--- src/rtl/arp_pkg.sv ---
// Shared ARP protocol constants and TX state type for the ARP TX/RX blocks.
// Optional build macro ARP_PAD_EN adds the PAD state (zero padding to 46 bytes).
package arp_pkg;

  localparam logic [15:0] HTYPE     = 16'h0001;
  localparam logic [15:0] PTYPE     = 16'h0800;
  localparam logic [7:0]  HLEN      = 8'h06;
  localparam logic [7:0]  PLEN      = 8'h04;
  localparam logic [15:0] OPER_RQ   = 16'h0001;
  localparam logic [15:0] OPER_RESP = 16'h0002;
  localparam logic [47:0] MAC_Z     = 48'h0;

  localparam int ARP_LEN     = 28;
  localparam int ARP_PAD_LEN = 46;

  typedef enum logic [2:0] {
    ST_IDLE,
    ST_HDR,
    ST_SHA,
    ST_SPA,
    ST_THA,
    ST_TPA,
    ST_DONE
`ifdef ARP_PAD_EN
    , ST_PAD
`endif
  } arp_tx_state_e;

  // Field the given payload byte index falls into.
  function automatic arp_tx_state_e txStateOf(input logic [5:0] idx);
    if (idx < 6'd8)       return ST_HDR;
    else if (idx < 6'd14) return ST_SHA;
    else if (idx < 6'd18) return ST_SPA;
    else if (idx < 6'd24) return ST_THA;
    else if (idx < 6'd28) return ST_TPA;
`ifdef ARP_PAD_EN
    else                  return ST_PAD;
`else
    else                  return ST_TPA;
`endif
  endfunction

endpackage

--- src/rtl/arp_data_tx.sv ---
// ARP payload serialiser: latches addresses on start and streams the 28-byte ARP body.
// Build macro ARP_PAD_EN appends 18 zero bytes for a 46-byte minimum payload.
module arp_data_tx
  import arp_pkg::*;
(
  input  logic        aclk,
  input  logic        aresetn,
  input  logic        start,
  input  logic        arp_oper,
  input  logic [47:0] mac_s_addr,
  input  logic [31:0] ip_s_addr,
  input  logic [47:0] mac_d_addr,
  input  logic [31:0] ip_d_addr,
  output logic [7:0]  data_out,
  output logic        data_valid,
  input  logic        data_ready,
  output logic        data_last,
  output logic        busy,
  output logic        done
);

`ifdef ARP_PAD_EN
  localparam logic [5:0] LAST_IDX = 6'(ARP_PAD_LEN - 1);
`else
  localparam logic [5:0] LAST_IDX = 6'(ARP_LEN - 1);
`endif

  arp_tx_state_e state_q, state_d;
  logic [5:0]    cnt_q, cnt_d;
  logic          oper_q, oper_d;
  logic [47:0]   sha_q, sha_d;
  logic [31:0]   spa_q, spa_d;
  logic [47:0]   tha_q, tha_d;
  logic [31:0]   tpa_q, tpa_d;
  logic [7:0]    dataOut_q, dataOut_d;
  logic          valid_q, valid_d;
  logic          last_q, last_d;
  logic          busy_q, busy_d;
  logic          done_q, done_d;

  logic [5:0]    cntNext;
  logic [63:0]   hdrWord;
  logic [7:0]    byteSel;

  // Next byte is always looked up for cnt_q+1 so the output register is ready one cycle ahead.
  always_comb begin
    state_d   = state_q;
    cnt_d     = cnt_q;
    oper_d    = oper_q;
    sha_d     = sha_q;
    spa_d     = spa_q;
    tha_d     = tha_q;
    tpa_d     = tpa_q;
    dataOut_d = dataOut_q;
    valid_d   = valid_q;
    last_d    = last_q;
    busy_d    = busy_q;
    done_d    = 1'b0;

    cntNext = cnt_q + 6'd1;
    hdrWord = {HTYPE, PTYPE, HLEN, PLEN, (oper_q ? OPER_RESP : OPER_RQ)};

    byteSel = 8'h00;
    if (cntNext < 6'd8)
      byteSel = 8'(hdrWord >> {3'd7 - cntNext[2:0], 3'b000});
    else if (cntNext < 6'd14)
      byteSel = 8'(sha_q >> {6'd13 - cntNext, 3'b000});
    else if (cntNext < 6'd18)
      byteSel = 8'(spa_q >> {6'd17 - cntNext, 3'b000});
    else if (cntNext < 6'd24)
      byteSel = 8'(tha_q >> {6'd23 - cntNext, 3'b000});
    else if (cntNext < 6'd28)
      byteSel = 8'(tpa_q >> {6'd27 - cntNext, 3'b000});

    case (state_q)
      ST_IDLE: begin
        cnt_d     = 6'd0;
        dataOut_d = 8'h00;
        valid_d   = 1'b0;
        last_d    = 1'b0;
        busy_d    = 1'b0;
        if (start) begin
          oper_d    = arp_oper;
          sha_d     = mac_s_addr;
          spa_d     = ip_s_addr;
          // Requests never carry a target MAC, whatever the control logic drives.
          tha_d     = arp_oper ? mac_d_addr : MAC_Z;
          tpa_d     = ip_d_addr;
          state_d   = ST_HDR;
          dataOut_d = HTYPE[15:8];
          valid_d   = 1'b1;
          busy_d    = 1'b1;
        end
      end

      ST_DONE: begin
        state_d = ST_IDLE;
        cnt_d   = 6'd0;
      end

      default: begin
        if (valid_q && data_ready) begin
          cnt_d = cntNext;
          if (cnt_q == LAST_IDX) begin
            state_d   = ST_DONE;
            dataOut_d = 8'h00;
            valid_d   = 1'b0;
            last_d    = 1'b0;
            busy_d    = 1'b0;
            done_d    = 1'b1;
          end else begin
            state_d   = txStateOf(cntNext);
            dataOut_d = byteSel;
            last_d    = (cntNext == LAST_IDX);
          end
        end
      end
    endcase
  end

  always_ff @(posedge aclk or negedge aresetn) begin
    if (!aresetn) begin
      state_q   <= ST_IDLE;
      cnt_q     <= 6'd0;
      oper_q    <= 1'b0;
      sha_q     <= 48'h0;
      spa_q     <= 32'h0;
      tha_q     <= 48'h0;
      tpa_q     <= 32'h0;
      dataOut_q <= 8'h00;
      valid_q   <= 1'b0;
      last_q    <= 1'b0;
      busy_q    <= 1'b0;
      done_q    <= 1'b0;
    end else begin
      state_q   <= state_d;
      cnt_q     <= cnt_d;
      oper_q    <= oper_d;
      sha_q     <= sha_d;
      spa_q     <= spa_d;
      tha_q     <= tha_d;
      tpa_q     <= tpa_d;
      dataOut_q <= dataOut_d;
      valid_q   <= valid_d;
      last_q    <= last_d;
      busy_q    <= busy_d;
      done_q    <= done_d;
    end
  end

  assign data_out   = dataOut_q;
  assign data_valid = valid_q;
  assign data_last  = last_q;
  assign busy       = busy_q;
  assign done       = done_q;

endmodule

--- config.mk ---
export PLATFORM = sky130hd
export DESIGN_NAME = arp_data_tx
export DESIGN_NICKNAME = d
export VERILOG_FILES = /design/src/rtl/arp_pkg.sv /design/src/rtl/arp_data_tx.sv
export SDC_FILE = /design/constraint.sdc
export NUM_CORES = 1
export LEC_CHECK = 0
export BUFFER_PORTS_ARGS = -buffer_cell sky130_fd_sc_hd__buf_2
export CAP_MARGIN = 20
export CORE_MARGIN = 2
export CORE_UTILIZATION = 56
export DETAILED_ROUTE_END_ITERATION = 16
export PLACE_DENSITY_LB_ADDON = 0.1
export SLEW_MARGIN = 20
export SYNTH_ARGS = -nofsm -noshare
export SYNTH_HDL_FRONTEND = slang
export SYNTH_SLANG_ARGS = --single-unit
--- constraint.sdc ---
create_clock -name aclk -period 3.05 [get_ports aclk]
set_input_delay 0.1525 -clock aclk [delete_from_list [all_inputs] [get_ports aclk]]
set_output_delay 0.1525 -clock aclk [all_outputs]
set_load 0.02 [all_outputs]
==> Word level (Yosys, flattened, before mapping) <==
Index checks and enable logic that the tools add are counted.
{ "totals": {"regBits": 181, "inputBits": 165} }
{ "classes": {"add_sub_neg": 6, "n_lt_le_gt_ge": 5, "n_eq_ne": 4, "n_shift": 5, "muxes": 30, "n_bitwise": 1, "reduce_logical": 11} }
{ "op_table": {"columns": ["cell", "n"], "rows": [
  ["$shr 48x9->8", 2],
  ["$shr 32x9->8", 2],
  ["$mux 8", 7],
  ["$shr 49x6->8", 1],
  ["$mux 48", 1],
  ["$lt 6x5->1 const B", 3],
  ["$mux 3", 6],
  ["$sub 5x6->6 const A", 3],
  ["$pmux 8 s2", 1],
  ["$eq 6x5->1 const B", 2],
  ["$lt 6x4->1 const B", 2],
  ["$mux 6", 2],
  ["$mux 1", 9],
  ["$add 6x1->6 const B", 1],
  ["$pmux 3 s2", 1],
  ["$reduce_and 2->1", 3],
  ["$reduce_bool 2->1", 3],
  ["$sub 4x6->6 const A", 1],
  ["$pmux 1 s2", 2],
  ["$eq 3x3->1 const B", 1],
  ["$logic_not 3->1", 1],
  ["$reduce_and 3->1", 1],
  ["$reduce_bool 3->1", 1],
  ["$sub 3x3->3 const A", 1],
  ["other kinds (5)", 5]
]} }

==> Depth between registers and ports, before layout <==
Gate-level depths: netlist of the first run.
{ "depth": {"depth_word": 11, "ltp_mapped": 13} }

==> Least setup slack after synthesis of the first run <==
Ideal clock, no wire load.
{ "synth_timing": {"path_type": "reg2reg", "startpoint": "register cnt_q[0]", "endpoint": "register dataOut_q[4] (netlist: data_out[4])", "setup_time_ns": 0.138, "arrival_ns": 2.556, "required_ns": 2.912, "setup_slack_ns": 0.356, "stages_incl_launch_ff": 11, "n_path_buf": 5, "path_cell_list": "dfrtp_1 buf_2 buf_2 inv_1 ha_1 clkbuf_1 buf_2 buf_1 mux4_2 a32oi_1 o221ai_1"} }
{ "synth_via": {"elab_chain_len": 11, "word_cells_on_any_way": 25, "classes_between": "add/sub: 6; order compare: 5; eq/ne: 1; shift: 5; mux: 8"} }
{ "synth_lines": {"columns": ["element", "line_no", "source"], "rows": [
  ["from (decl)", "arp_data_tx.sv:29", "logic [5:0] cnt_q, cnt_d;"],
  ["from (signal assigned)", "arp_data_tx.sv:137", "cnt_q <= cnt_d;"],
  ["$add 6x1->6", "arp_data_tx.sv:60", "cntNext = cnt_q + 6'd1;"],
  ["$sub 5x6->6", "arp_data_tx.sv:73", "byteSel = 8'(tpa_q >> {6'd27 - cntNext, 3'b000});"],
  ["$shr 32x9->8", "arp_data_tx.sv:73", null],
  ["$mux 8", "arp_data_tx.sv:72", "else if (cntNext < 6'd28)"],
  ["$mux 8", "arp_data_tx.sv:70", "else if (cntNext < 6'd24)"],
  ["$mux 8", "arp_data_tx.sv:68", "else if (cntNext < 6'd18)"],
  ["$mux 8", "arp_data_tx.sv:66", "else if (cntNext < 6'd14)"],
  ["$mux 8", "arp_data_tx.sv:64", "if (cntNext < 6'd8)"],
  ["$mux 8 (*)", "arp_data_tx.sv:104", "if (cnt_q == LAST_IDX) begin"],
  ["$mux 8 (*)", "arp_data_tx.sv:102", "if (valid_q && data_ready) begin"],
  ["$pmux 8 s2 (*)", "arp_data_tx.sv:75", "case (state_q)"],
  ["to (signal assigned)", "arp_data_tx.sv:143", "dataOut_q <= dataOut_d;"],
  ["to (decl)", "arp_data_tx.sv:35", "logic [7:0] dataOut_q, dataOut_d;"]
]} }
Mark *: on every way between the ends. The rest lies on a longest branch, timed or not. The select of a mux whose other input is x is not followed.
A chain may end at the register's enable or synchronous reset.

==> Worst setup path in the final report of the first run <==
{ "layout_timing": {"startpoint": "register cnt_q[1]", "endpoint": "register dataOut_q[6] (netlist: data_out[6])"} }
Same word-level chain as after synthesis.

==> run_results.csv, run 1 <==
group,metric,value,unit
synthesis,synth_cell_types,59,
setup_path,cp-start-kind,"flop",
min_path,hp-start,"mac_d_addr[41]",
sta,grt_setup_unrepaired,"no",
sta,period_needed,2.736,ns
synthesis,yosys.area.top_type,"dfrtp_1",
drt,antenna_left,0,
clocking,clock_path_buffers,2,
clocking,clk_pin_slew,0.07,ns
sta,relSlewSlack,45.50,%
drt,wirelength,25.08,mm
setup_path,crit_arrival,3.04,ns
setup_path,reg2reg_slack,0.31,ns
synthesis,synth_area,0.008900,mm2
die,die_area,0.01692,mm2
die,die_width,130.1,um
clocking,cts_tree,"yes",
sta,setup_tns,0,ns
synthesis,synthTopCellsByArea,"dfrtp_1 51%, mux2_2 15%, nand2_1 6.2%, mux4_2 6.1%, o21ai_0 3.7%",
synthesis,synth_seq_area_share,50.89,%
global_route,overflow,0,
global_route,antenna_found_initial,0,
sta,whs,0.01760,ns
sta,fin_worst_skew,0.01509,ns
die,core_area,0.01571,mm2
clocking,htree_levels,4,
die,die_h,130.1,um
min_path,hold_path.class,"primary input to flop",
finish,areaGrowthSynthToFinish,36.34,%
synthesis,synth_area_per_cell,11.53,um2
placement,place_congestion,0.9545,
drt,route.detailed.drc,0,
placement,port_buffers,176,
die,num_rows,46,
setup_path,cp.depth,10,
setup_path,rr_endpoint,"data_out[6]",
drt,drt_first_pass_iters,4,
synthesis,syn_nets,944,
clocking,postCtsSetupRepairBufs,0,
finish,drive_gt1_share,34.58,%
min_path,hold-path-cell-count,3,
setup_path,criticalPathCategory,"flop to flop",
finish,antenna_cells,0,
global_route,track_usage,31.46,%
synthesis,synth_top_area_share,50.89,%
die,initial_utilization,56.64,%
finish,finalCoreUtilization,77.23,%
synthesis,ys_ff_latch,181,
setup_path,worst-path-buf-inv,3,
drt,drt_iter0_markers,547,
drt,viasPerCell,5.586,
clocking,clock_sinks,181,
die,pin_count,177,
min_path,hold_end,"tha_q[41]",
sta,final_hold_viol_count,0,
setup_path,required,3.35,ns
setup_path,cp_slowest_cell,"dfrtp_1",
setup_path,worstSetupEndpointType,"flop",
finish,nets,1258,
finish,fill_cells,991,
global_route,grt_pass1_vias,7882,
sta,timing.final.crit_share,89.71,%
power,vdd_drop_max,520.1,uV
global_route,grt_max_degree,98,
global_route,grt_pass1_wl,40.21,mm
clocking,clkLatencyLatePin,0.44,ns
setup_path,crit_fanout,27,
clocking,ctsResizeCount,0,
drt,vias,7345,
clocking,cts_buffers,17,
setup_path,crit_chain,"inv_1, ha_2, buf_4, inv_1, ha_1, nor2b_1, nand4_1, o32ai_4, a211oi_1, o221ai_1",
placement,dp.cells,1126,
synthesis,synth-edff-count,0,
power,power_leakage,5.532,nW
synthesis,ys_warn_count,0,
drt,wl_per_cell,19.07,um
synthesis,synthCells,772,
synthesis,netlist_top_cells_count,"181 x dfrtp_1, 147 x nand2_1, 117 x mux2_2, 66 x o21ai_0",
sta,setup_viol,0,
sta,clock.fmax,365.5,MHz
sta,worst_slew_pin_slew,0.8175,ns
run_status,status,"finished, final reports clean",
synthesis,yosys_most_used_dff,"dfrtp_1",
setup_path,cpPeakStageDelay,0.50,ns
placement,hpwl,15.68,mm
setup_path,ff2ff_path_depth,10,
power,powerDensity,953.3,mW/mm2
setup_path,crit_family,"buffers and inverters",
sta,finalMaxSlewViolations,0,
setup_path,cpMostUsedCell,"inv_1",
clocking,root_buffer,"clkbuf_16",
synthesis,yosysMostFrequentCell,"dfrtp_1",
synthesis,synthArstFlopShare,100.0,%
flow_run,maxCapViolations,0,
finish,layout.cells.non_filler,1315,
setup_path,reg2reg_from,"cnt_q[1]",
tightest hold or removal path, cell delays in order:
cell,delay (ns)
buf_2,0.10
nand2_1,0.08
o21ai_0,0.08
registers in the layout, summed over array words and instances, names as in the netlist:
register / count
oper_q: 1
state_q: 3
busy: 1
sha_q: 48
spa_q: 32
cnt_q: 6
data_out: 8
done: 1
tpa_q: 32
data_last: 1
tha_q: 48
repair_timing:
action	in CTS	in global routing
endpoints found under the setup margin	0	0
hold buffers	157	0
endpoints found under the hold margin	204	0
layout by cell type (no fill, tap or decap), types with 6 or more instances in the layout:
master,synthesis,layout
buf_2,19,175
nand2_1,147,146
clkbuf_16,0,17
dfrtp_1,181,180
mux2i_1,22,22
mux2_2,117,117
ha_1,7,6
o21ai_0,66,66
mux4_2,24,24
dlygate4sd3_1,0,157
o22ai_1,6,6
nand3_1,10,10
a21oi_1,16,16
nor2_1,21,21
buf_4,7,13
nor3_1,8,8
or3_1,9,9
area by class of cell:
type | instances | area (um2) | area share (%)
Clock buffer | 17 | 425.4 | 3.506
Timing Repair Buffer | 348 | 2596 | 21.40
Sequential cell | 181 | 4531 | 37.34
Inverter | 5 | 18.77 | 0.1547
Tap cell | 216 | 270.3 | 2.227
Clock inverter | 15 | 187.7 | 1.547
Multi-Input combinational cell | 533 | 4105 | 33.83
how the worst max path moves through the flow:
stage               startpoint          end  slack [ns]
finish                cnt_q[1]  data_out[6]        0.31
global route          cnt_q[1]  data_out[6]        0.13
CTS                   cnt_q[1]  data_out[6]        0.32
detailed placement    cnt_q[1]  data_out[6]        0.31
global placement      cnt_q[1]  data_out[6]        0.51
floorplan             cnt_q[0]  data_out[4]        0.36
kinds of logic after synthesis:
| group | share of synthesized area [%] |
|---|---|
| AND/OR/NAND/NOR | 10.91 |
| flip-flops | 50.89 |
| buffers and inverters | 3.093 |
| XOR/XNOR | 1.645 |
| AO/OA/AOI/OAI | 8.998 |
| multiplexers | 23.48 |
| adder cells (fa/ha/maj) | 0.9841 |
stage by stage:
stage | instance area [um2] | power [mW] | setup WS, ns
2_1_floorplan | 8900 | 7.620 | 0.3562
3_3_place_gp | 9950 | 8.797 | 0.5135
3_5_place_dp | 9950 | 9.018 | 0.3091
4_1_cts | 12130 | 11.46 | 0.3187
5_1_grt | 12130 | 12.25 | 0.1321
6_report | 12130 | 11.57 | 0.3139
layer usage:
metal | vias up | track usage [%] | share of wire (%)
met5 | - | 0 | 0
met4 | 0 | 11.57 | 3.1
met3 | 62 | 7.462 | 5.4
met2 | 261 | 53.59 | 51
met1 | 3644 | 39.46 | 41
li1 | 3378 | - | -
report_power, final:
part	internal (mW)	switching, mW
clock	1.24	1.03
sequential	3.48	0.718
combinational	2.44	2.66
total	7.16	4.40
Note: power is estimated with default switching activity, not from simulation.
==> inputs of run 2 (changes only) <==
Settings changed: CORE_UTILIZATION 56 to 57, CTS_BUF_LIST set to sky130_fd_sc_hd__clkbuf_4 sky130_fd_sc_hd__clkbuf_8, SLEW_MARGIN 20 to not set.
==> run 2 against run 1 <==
Against the previous run:
- power is 5.0% lower
- maximum frequency is 1.2% higher
- first-iteration DRC count is 7.7% lower
- largest cell class unchanged
==> run_results.csv, run 2 (synthesized netlist as in run 1, its figures left out) <==
group,metric,value,unit
run_status,status,"finished, final reports clean",
setup_path,ff2ff_path_depth,10,
flow_run,maxCapViolations,0,
global_route,antenna_found_initial,0,
power,power_leakage,5.454,nW
setup_path,reg2reg_slack,0.35,ns
die,num_rows,45,
power,vdd_drop_max,580.9,uV
power,combPwrFrac,46.6,%
die,die_h,129.0,um
sta,relSlewSlack,39.86,%
setup_path,criticalPathCategory,"flop to flop",
clocking,cts_tree,"yes",
global_route,grt_pass1_vias,8069,
power,power_frac_seq,38.6,%
finish,finalCoreUtilization,78.52,%
finish,final_cell_mix,"180 x dfrtp_1, 175 x buf_2, 161 x dlygate4sd3_1",
min_path,hold_end,"busy",
die,core_area,0.01520,mm2
global_route,grt_pass1_wl,41.44,mm
setup_path,crit_fanout,19,
setup_path,crit_arrival,3.04,ns
sta,worst_slew_pin_slew,0.9021,ns
die,initial_utilization,58.54,%
clocking,clock_path_buffers,2,
min_path,hold_path.class,"primary input to flop",
clocking,postCtsSetupRepairBufs,0,
drt,viasPerCell,5.730,
die,pin_count,177,
setup_path,required,3.38,ns
global_route,grt_max_degree,100,
drt,vias,7409,
min_path,hp-start,"start",
sta,grt_setup_unrepaired,"no",
sta,fin_worst_skew,0.01532,ns
clocking,root_buffer,"clkbuf_8",
die,die_width,129.0,um
power,pwr-share-clk,14.8,%
clocking,clkLatencyLatePin,0.47,ns
setup_path,cpMostUsedCell,"inv_1",
setup_path,worst-path-buf-inv,3,
setup_path,cpPeakStageDelay,0.50,ns
power,internal_power,6.661,mW
sta,timing.final.crit_share,88.63,%
finish,nets,1265,
power,switching_power,4.325,mW
die,die_area,0.01663,mm2
placement,place_congestion,0.9626,
clocking,clock_sinks,181,
drt,antenna_left,0,
sta,final_hold_viol_count,0,
setup_path,rr_endpoint,"data_out[6]",
setup_path,crit_family,"adder cells",
power,finalPower,10.99,mW
min_path,hold-path-cell-count,3,
clocking,htree_levels,4,
drt,drt_first_pass_iters,5,
sta,clock.fmax,369.9,MHz
setup_path,reg2reg_from,"cnt_q[1]",
sta,setup_viol,0,
global_route,track_usage,33.10,%
sta,period_needed,2.703,ns
sta,finalMaxSlewViolations,0,
setup_path,cp-start-kind,"flop",
finish,fill_cells,928,
finish,areaGrowthSynthToFinish,34.12,%
finish,reg.largest.list,"sha_q x48, tha_q x48",
placement,port_buffers,176,
setup_path,worstSetupEndpointType,"flop",
clocking,cts_buffers,17,
drt,wirelength,26.25,mm
power,powerDensity,920.4,mW/mm2
finish,drive_gt1_share,34.57,%
setup_path,cp_slowest_cell,"dfrtp_1",
drt,route.detailed.drc,0,
drt,wl_per_cell,20.30,um
sta,setup_tns,0,ns
global_route,overflow,0,
finish,antenna_cells,0,
clocking,clk_pin_slew,0.09,ns
placement,hpwl,15.97,mm
power,sw_frac_of_total,39.37,%
finish,final_common_cell,"dfrtp_1",
setup_path,crit_chain,"inv_1, ha_2, buf_4, inv_1, ha_1, nor2b_1, nand4_1, o32ai_4, a211oi_1, o221ai_1",
drt,drt_iter0_markers,505,
## run 2: cell count changes in the layout (fill, tap and decap cells not counted), moves of 2 or more
cell,delta
clkbuf_8,+19
clkbuf_16,-17
dlygate4sd3_1,+4
buf_4,+3
clkinv_8,-2
## run 2: what timing repair did
| action | CTS | global route |
|---|---|---|
| gates resized for setup | 0 | 0 |
| hold endpoints to repair | 255 | 0 |
| hold buffers | 161 | 0 |
## run 2: per-stage QoR
step | cell area, um2 | hold WS (ns) | worst slack [ns] | instances
CTS | 11940 | 0.1755 | 0.3708 | 1293
finish | 11940 | 0.1997 | 0.3468 | 1293
floorplan | 8900 | -0.1431 | 0.3562 | 772
detailed placement | 9940 | 0.3081 | 0.4578 | 1101
global placement | 9940 | 0.3047 | 0.5614 | 1101
global route | 11940 | 0.2023 | 0.1651 | 1293
## run 2: power by group through the flow
stage / Sequential, mW / Clock, mW / Combinational [mW]
finish: 4.24 / 1.63 / 5.12
global route: 4.34 / 1.75 / 5.54
CTS: 4.15 / 1.65 / 5.04
detailed placement: 4.20 / 0 / 4.85
global placement: 4.12 / 0 / 4.74
floorplan: 3.94 / 0 / 3.68
## run 2: area by class of cell
cell class	instances	area [um2]	area share, %
flip-flops and latches	181	4533	37.98
multi-input cells	533	4105	34.39
repair buffers	355	2659	22.27
clock buffers	20	269.0	2.254
well taps	188	235.2	1.971
clock inverters	11	116.4	0.9749
inverters	5	18.77	0.1572
## run 2: routing by layer
layer  track usage (%)  part of all wire [%]
met5                 0                     0
met4             13.11                   3.5
met3             7.775                   5.6
met2             58.73                    52
met1             39.01                    39
## run 2: worst max-delay path by stage
stage          startpoint          end  slack, ns  cells past startpoint
6_report         cnt_q[1]  data_out[6]       0.35                     10
5_1_grt          cnt_q[1]  data_out[6]       0.17                     10
3_5_place_dp     cnt_q[1]  data_out[6]       0.46                     10
2_1_floorplan    cnt_q[0]  data_out[4]       0.36                     10
3_3_place_gp     cnt_q[0]  data_out[0]       0.56                      9
4_1_cts          cnt_q[1]  data_out[6]       0.37                     10
## run 2: tightest hold or removal path, stage by stage
cell     delay [ns]
buf_2          0.10
nand2_4        0.23
nand2_1        0.14
==> inputs of run 3 (changes only) <==
Settings changed: BUFFER_PORTS_ARGS -buffer_cell sky130_fd_sc_hd__buf_2 to -buffer_cell sky130_fd_sc_hd__buf_4.
==> run 3 against run 2 <==
Against the previous run:
- clock power hardly changed
- wire length is 4.1% higher
- first-iteration DRC count is 41% higher
- sequential share of layout area is 1.3 points lower
==> run_results.csv, run 3 (synthesized netlist as in run 1, its figures left out) <==
group,metric,value,unit
power,powerDensity,903.3,mW/mm2
drt,wirelength,27.33,mm
setup_path,criticalPathCategory,"flop to flop",
sta,relSlewSlack,43.69,%
placement,place_congestion,0.9315,
finish,final_common_cell,"buf_4",
placement,port_buffers,176,
min_path,hold-path-cell-count,3,
clocking,cts_tree,"yes",
sta,finalMaxSlewViolations,0,
flow_run,maxCapViolations,0,
sta,worst_slew_pin_slew,0.8359,ns
sta,setup_viol,0,
clocking,clkLatencyLatePin,0.47,ns
sta,timing.final.crit_share,87.20,%
global_route,grt_pass1_wl,42.48,mm
placement,hpwl,15.98,mm
drt,drt_iter0_markers,710,
sta,final_hold_viol_count,0,
global_route,grt_pass1_vias,8103,
clocking,cts_buffers,17,
setup_path,reg2reg_from,"cnt_q[1]",
setup_path,reg2reg_slack,0.39,ns
finish,drive_gt1_share,34.39,%
drt,wl_per_cell,21.20,um
setup_path,crit_fanout,24,
clocking,htree_levels,4,
sta,period_needed,2.660,ns
setup_path,rr_endpoint,"data_out[6]",
clocking,postCtsSetupRepairBufs,0,
finish,nets,1259,
power,power_leakage,5.586,nW
finish,areaGrowthSynthToFinish,38.94,%
drt,antenna_left,0,
sta,setup_tns,0,ns
setup_path,ff2ff_path_depth,10,
clocking,ctsResizeCount,0,
finish,reg.largest.list,"sha_q x48, tha_q x48",
global_route,track_usage,34.08,%
clocking,root_buffer,"clkbuf_8",
global_route,antenna_found_initial,2,
die,core_area,0.01520,mm2
setup_path,cp-start-kind,"flop",
die,die_h,129.0,um
power,vdd_drop_max,662.0,uV
sta,fin_worst_skew,0.01273,ns
die,die_width,129.0,um
setup_path,worstSetupEndpointType,"flop",
run_status,status,"finished, final reports clean",
min_path,hold_end,"tha_q[7]",
die,pin_count,177,
sta,setup_ws,0.3903,ns
placement,place_ws,0.4294,ns
sta,clock.fmax,376.0,MHz
die,initial_utilization,58.54,%
global_route,overflow,0,
finish,final_cell_mix,"185 x buf_4, 180 x dfrtp_1, 159 x dlygate4sd3_1",
clocking,clock_sinks,181,
die,die_area,0.01663,mm2
drt,route.detailed.drc,0,
die,num_rows,45,
drt,viasPerCell,5.805,
setup_path,crit_arrival,3.00,ns
clocking,clock_path_buffers,2,
setup_path,required,3.39,ns
sta,grt_setup_unrepaired,"no",
min_path,hp-start,"mac_d_addr[7]",
global_route,grt_max_degree,105,
min_path,hold_path.class,"primary input to flop",
drt,drt_first_pass_iters,5,
clocking,clk_pin_slew,0.10,ns
drt,vias,7483,
## run 3: worst max-delay path by stage
| stage | from | end | slack (ns) |
|---|---|---|---|
| global route | cnt_q[1] | data_out[6] | 0.24 |
| CTS | cnt_q[1] | data_out[6] | 0.41 |
| global placement | cnt_q[0] | data_out[6] | 0.56 |
| detailed placement | cnt_q[1] | data_out[6] | 0.43 |
| finish | cnt_q[1] | data_out[6] | 0.39 |
| floorplan | cnt_q[0] | data_out[4] | 0.36 |
## run 3: worst max-delay path: stages (launching register included)
cell and delay (ns):
dfrtp_1 0.50, ha_1 0.34, xor2_4 0.18, buf_4 0.33, inv_2 0.08, ha_1 0.24, nor2b_1 0.14, nand4_1 0.14
o32ai_4 0.15, a211oi_1 0.29, o221ai_1 0.14
## run 3: final cells by class
type	instances	area [um2]
clock inverter	13	148.9
tap	188	235.2
timing repair buffer	349	3072
fill	860	2836
clock buffer	18	247.7
sequential	181	4533
inverter	5	18.77
antenna	2	5.005
multi-input combinational	533	4105
## run 3: report_power, final
group	switching [mW]	internal, mW
combinational	2.70	2.55
sequential	0.774	3.48
clock	0.968	0.693
## run 3: metal layers
layer  routed length [um]  global-route usage [%]  up-vias  share of wire, %
met5                    0                       0        -                 0
met3                 1734                   8.773       67               6.3
met2                14160                   59.51      317                52
met1                10660                   41.25     3716                39
li1                     -                       -     3383                 -
met4                  777                   11.89        0               2.8
## run 3: through the flow
step | area, um2 | total power, mW | instances | hold slack, ns | utilization, %
finish | 12370 | 11.17 | 1289 | 0.03394 | 81.34
global placement | 10370 | 8.978 | 1097 | 0.1620 | 68.23
detailed placement | 10370 | 9.151 | 1097 | 0.1698 | 68.23
floorplan | 8900 | 7.620 | 772 | -0.1431 | -
global route | 12360 | 11.75 | 1288 | 0.01813 | 81.33
CTS | 12360 | 10.96 | 1287 | 0.001872 | 81.31
## run 3: repair_timing
action,4_1_cts,5_1_grt
hold endpoints to repair,216,0
hold buffers,159,0
endpoints found under the setup margin,0,0
